File: config.mk
export PLATFORM = sky130hd
export DESIGN_NAME = uart_rx_fifo
export DESIGN_NICKNAME = d
export VERILOG_FILES = /design/src/rtl/uart_rx_fifo.sv
export SDC_FILE = /design/constraint.sdc
export NUM_CORES = 1
export LEC_CHECK = 0
export BUFFER_PORTS_ARGS = -buffer_cell sky130_fd_sc_hd__buf_2
export CAP_MARGIN = 20
export CORE_AREA = 2 2 141 108
export CTS_CLUSTER_SIZE = 28
export DETAILED_ROUTE_END_ITERATION = 6
export DIE_AREA = 0 0 143 110
export HOLD_SLACK_MARGIN = 0.1
export PLACE_DENSITY_LB_ADDON = 0.12
export SLEW_MARGIN = 20
export SYNTH_ARGS = -nofsm -noshare
export SYNTH_HDL_FRONTEND = slang
export SYNTH_SLANG_ARGS = --single-unit
File: constraint.sdc
create_clock -name clk -period 7.73 [get_ports clk]
set_input_delay 1.1595 -clock clk [delete_from_list [all_inputs] [get_ports clk]]
set_output_delay 1.1595 -clock clk [all_outputs]
set_load 0.005 [all_outputs]
File: src/rtl/uart_rx_fifo.sv
// uart_rx_fifo: 8N1 UART receiver feeding a first-word-fall-through byte FIFO,
// with sticky framing and overflow flags.
`default_nettype none

module uart_rx_fifo #(
    parameter int CLK_HZ     = 12_000_000,
    parameter int BAUD       = 115200,
    parameter int FIFO_DEPTH = 16
) (
    input  logic                          clk,
    input  logic                          resetn,
    input  logic                          rx,
    input  logic                          rd_en,
    output logic [7:0]                    dout,
    output logic                          empty,
    output logic                          full,
    output logic [$clog2(FIFO_DEPTH):0]   count,
    output logic                          frame_err,
    output logic                          overflow,
    input  logic                          clr_err
);

    localparam int CLKS_PER_BIT = CLK_HZ / BAUD;
    localparam int CW           = $clog2(CLKS_PER_BIT);
    localparam int AW           = $clog2(FIFO_DEPTH);
    localparam int CNTW         = AW + 1;

    localparam logic [CW-1:0]   HALF_RELOAD = CW'(CLKS_PER_BIT / 2 - 1);
    localparam logic [CW-1:0]   BIT_RELOAD  = CW'(CLKS_PER_BIT - 1);
    localparam logic [CW-1:0]   CNT_ZERO    = '0;
    localparam logic [CNTW-1:0] FULL_CNT    = CNTW'(FIFO_DEPTH);

    typedef enum logic [2:0] {
        S_IDLE  = 3'd0,
        S_START = 3'd1,
        S_DATA  = 3'd2,
        S_STOP  = 3'd3,
        S_BREAK = 3'd4
    } state_t;

    // rx synchroniser, preset to the idle line level
    logic rx_meta;
    logic rx_s;

    always_ff @(posedge clk or negedge resetn) begin
        if (!resetn) begin
            rx_meta <= 1'b1;
            rx_s    <= 1'b1;
        end else begin
            rx_meta <= rx;
            rx_s    <= rx_meta;
        end
    end

    state_t        state, state_nx;
    logic [CW-1:0] cnt, cnt_nx;
    logic [2:0]    bit_idx, bit_nx;
    logic [7:0]    shreg, shreg_nx;
    logic          push;
    logic          ferr_set;

    always_ff @(posedge clk or negedge resetn) begin
        if (!resetn) begin
            state   <= S_IDLE;
            cnt     <= '0;
            bit_idx <= '0;
            shreg   <= '0;
        end else begin
            state   <= state_nx;
            cnt     <= cnt_nx;
            bit_idx <= bit_nx;
            shreg   <= shreg_nx;
        end
    end

    always_comb begin
        state_nx = state;
        cnt_nx   = cnt;
        bit_nx   = bit_idx;
        shreg_nx = shreg;
        push     = 1'b0;
        ferr_set = 1'b0;
        case (state)
            S_IDLE: begin
                if (!rx_s) begin
                    state_nx = S_START;
                    cnt_nx   = HALF_RELOAD;
                end
            end
            S_START: begin
                if (cnt == CNT_ZERO) begin
                    if (!rx_s) begin
                        state_nx = S_DATA;
                        cnt_nx   = BIT_RELOAD;
                        bit_nx   = 3'd0;
                    end else begin
                        state_nx = S_IDLE;
                    end
                end else begin
                    cnt_nx = cnt - CW'(1);
                end
            end
            S_DATA: begin
                if (cnt == CNT_ZERO) begin
                    shreg_nx[bit_idx] = rx_s;
                    cnt_nx            = BIT_RELOAD;
                    bit_nx            = bit_idx + 3'd1;
                    if (bit_idx == 3'd7) begin
                        state_nx = S_STOP;
                    end
                end else begin
                    cnt_nx = cnt - CW'(1);
                end
            end
            S_STOP: begin
                if (cnt == CNT_ZERO) begin
                    if (rx_s) begin
                        push     = 1'b1;
                        state_nx = S_IDLE;
                    end else begin
                        ferr_set = 1'b1;
                        state_nx = S_BREAK;
                    end
                end else begin
                    cnt_nx = cnt - CW'(1);
                end
            end
            S_BREAK: begin
                // one error per low period; wait for the line to return high
                if (rx_s) begin
                    state_nx = S_IDLE;
                end
            end
            default: begin
                state_nx = S_IDLE;
            end
        endcase
    end

    logic [7:0]    mem [FIFO_DEPTH];
    logic [AW-1:0] wptr;
    logic [AW-1:0] rptr;
    logic          do_pop;
    logic          do_push;
    logic          ovf_set;

    assign empty   = (count == '0);
    assign full    = (count == FULL_CNT);
    assign do_pop  = rd_en && !empty;
    // a same-cycle pop frees the slot the push needs
    assign do_push = push && (!full || do_pop);
    assign ovf_set = push && full && !do_pop;
    assign dout    = empty ? 8'h00 : mem[rptr];

    always_ff @(posedge clk) begin
        if (do_push) begin
            mem[wptr] <= shreg;
        end
    end

    always_ff @(posedge clk or negedge resetn) begin
        if (!resetn) begin
            wptr  <= '0;
            rptr  <= '0;
            count <= '0;
        end else begin
            if (do_push) begin
                wptr <= wptr + AW'(1);
            end
            if (do_pop) begin
                rptr <= rptr + AW'(1);
            end
            case ({do_push, do_pop})
                2'b10:   count <= count + CNTW'(1);
                2'b01:   count <= count - CNTW'(1);
                default: count <= count;
            endcase
        end
    end

    always_ff @(posedge clk or negedge resetn) begin
        if (!resetn) begin
            frame_err <= 1'b0;
            overflow  <= 1'b0;
        end else begin
            if (ferr_set) begin
                frame_err <= 1'b1;
            end else if (clr_err) begin
                frame_err <= 1'b0;
            end
            if (ovf_set) begin
                overflow <= 1'b1;
            end else if (clr_err) begin
                overflow <= 1'b0;
            end
        end
    end

endmodule

`default_nettype wire

==> impl_metrics.env <==
export IMPL_ir_worst_vdd_v=0.0001846
export IMPL_start_kind="flop"
export IMPL_fin_skew_ps=9.042
export IMPL_cts_inserted_buffers=17
export IMPL_ys_ff_latch=166
export IMPL_clockBufferDepth=2
export IMPL_fmax_ghz=0.2564
export IMPL_synthArstFlopShare_pct=22.89
export IMPL_critPathMaxFanout=35
export IMPL_setup_tns_ps=0
export IMPL_post_dp_cell_area_mm2=0.007352
export IMPL_drc=0
export IMPL_layout_nets=454
export IMPL_portBuffers=21
export IMPL_cp_slowest_stage_delay_ps=590
export IMPL_crit_slowest_cell="mux4_2"
export IMPL_coreArea_mm2=0.01431
export IMPL_tightest_slew_ps=951.0
export IMPL_worst_hold_path_type="reg -> reg"
export IMPL_synth_ff_type="edfxtp_1"
export IMPL_stdcell_area_mm2=0.007920
export IMPL_vias_per_cell=5.634
export IMPL_overflow=0
export IMPL_yosysWarnings=0
export IMPL_rsz0062_at_grt="no"
export IMPL_grt_pass1_vias=3517
export IMPL_dp_final_hpwl_um=8454
export IMPL_dieArea_mm2=0.01573
export IMPL_fin_crit_sh_pct=50.45
export IMPL_routed_wl_um=13570
export IMPL_layout_common_cells="edfxtp_1, mux4_2, dfrtp_1"
export IMPL_drive_gt1_share_pct=24.61
export IMPL_num_io_pins=22
export IMPL_crit_type="reg -> out"
export IMPL_wl_per_cell_um=20.98
export IMPL_diodes=0
export IMPL_initialDrtViolationCount=356
export IMPL_yosysSeqAreaShare_pct=68.01
export IMPL_maxSlewHeadroom_pct=36.37
export IMPL_rows=38
export IMPL_syn_area_mm2=0.007053
export IMPL_h_tree_depth=4
export IMPL_synth_avg_cell_area_um2=17.20
export IMPL_cts_sinks=166
export IMPL_grtUsageTotal_pct=18.62
export IMPL_ctsResizeCount=0
export IMPL_setup_violations_final=0
export IMPL_critical_path_cell_chain="buf_4, mux4_2, mux4_2, nor2b_1, buf_2"
export IMPL_cts_setup_buffers=0
export IMPL_ant_nets=0
export IMPL_maxSlewViolCount=0
export IMPL_dieHeight_um=110
export IMPL_dr_pass1_iters=4
export IMPL_power_density_mw_per_mm2=272.4
export IMPL_antenna_found_initial=0
export IMPL_cp_top_family="multiplexers"
export IMPL_cp_common_cell="mux4_2"
export IMPL_root_buffer="clkbuf_16"
export IMPL_grt_max_degree=39
export IMPL_syn_inst=410
export IMPL_status="complete, no violations"
export IMPL_cts_tree="done"
export IMPL_final_cell_count_no_fill=647
export IMPL_hold_buffers=0
export IMPL_vias=3645
export IMPL_clk_pin_slew_worst_paths_ps=60
export IMPL_dp_cells=617
export IMPL_synthToLayoutAreaGrowth_pct=12.29
export IMPL_worstPathRequired_ps=6570
export IMPL_synth_edf_count=128
export IMPL_leakage_nw=3.223
export IMPL_die_w_um=143
export IMPL_initial_core_util_pct=49.28
export IMPL_synth_fp_nets=428
export IMPL_globalplace_congestion=0.7697
export IMPL_critPathBufInv=2
export IMPL_cp_end_kind="output pin"
export IMPL_cp_arrival_ps=2740
export IMPL_mostFrequentLayoutCell="edfxtp_1"
export IMPL_fin_crit_ps=3900
export IMPL_hold_viol_final=0
export IMPL_ys_types=58
export IMPL_cap_violations=0
export IMPL_clk_latency_ps=420
export IMPL_grt_pass1_wl_um=20620
## worst reg2reg max path, cell delays in order (launching register included)
cell and delay (ps):
dfrtp_1 380, inv_1 100, ha_1 170, or3b_2 530, nor3_4 410, nand3_1 170, nor3b_1 380, and2_1 570
## cell families (layout without fill, tap and decap cells)
kind of cell,after synthesis,in the layout,share of synthesized area (%)
AOI/OAI and AO/OA,38,38,3.512
xor gates and xnor gates,11,11,1.366
adders and majority gates,13,13,2.413
buffers and inverters,29,66,1.721
DFF,166,166,68.01
muxes,52,52,14.72
and+or+nand+nor,101,101,8.249
## path summary, 6_finish.rpt
kind                          from    endpoint  slack (ps)  cells past startpoint
setup / recovery           rptr[0]     dout[3]        3830                      5
hold / removal             rx_meta        rx_s         360                      0
setup reg to reg            cnt[0]  mem[11][5]        4650                      7
hold reg to reg            rx_meta        rx_s         360                      0
max in group asynchronous   resetn     rptr[0]        6300                      1
min in group asynchronous   resetn    count[3]         840                      1
## cell type report
type                            instances  area [um2]
Multi-Input combinational cell        215        2135
Sequential cell                       166        4798
Clock inverter                         11       135.1
Timing Repair Buffer                   23       120.1
Tap cell                              200       250.2
Inverter                               13       48.80
Fill cell                            1090        6391
Clock buffer                           19       432.9
## metal layers
layer / wire (um) / GRT usage (%) / part of all wire [%]
met5: 0 / 0 / 0
met2: 6124 / 27.65 / 45
met4: 182 / 5.870 / 1.3
met1: 6563 / 27.25 / 48
met3: 702 / 4.924 / 5.2
## registers in the layout, summed over array words and instances, names as in the netlist
register and count:
mem 128, shreg 8, cnt 7, count 5, rptr 4, wptr 4, bit_idx 3, state 3
frame_err 1, overflow 1, rx_meta 1, rx_s 1
## cells in the mapped netlist (all sizes together), types with 2 or more instances
cell	n	area [um2]
a211oi	2	15.01
a21o	4	31.28
a21oi	10	53.80
a22oi	2	15.01
a31oi	2	12.51
and2	13	81.33
and2b	2	15.01
and3	5	31.28
and4	2	21.27
buf	7	38.79
clkbuf	9	33.78
dfrtp	36	900.9
dfstp	2	52.55
edfxtp	128	3844
ha	12	150.1
inv	13	48.80
mux2	8	97.59
mux2i	4	40.04
mux4	40	900.9
nand2	22	85.09
nand3	9	45.04
nand3b	2	15.01
nor2	17	71.32
nor2b	10	62.56
nor3	6	41.29
nor4	4	46.29
o21ai	9	48.80
o22ai	2	12.51
o31ai	2	15.01
or3	2	12.51
xnor2	10	87.58
## stage by stage
stage          hold WS [ps]  utilization, %  setup slack, ps  power [mW]
4_1_cts               359.9           55.34             3759       2.181
6_report              356.7           55.34             3830       2.157
3_3_place_gp          349.1           51.37             4211       1.362
3_5_place_dp          351.1           51.37             4220       1.363
5_1_grt               360.8           55.34             3660       2.243
2_1_floorplan         345.2               -             4640       1.283
## power by group
part,leakage (nW),internal (mW),switching [mW]
sequential,1.97,0.977,0.0558
clock,0.271,0.500,0.319
combinational,0.985,0.154,0.151
Power figures use the tool's default switching activity.
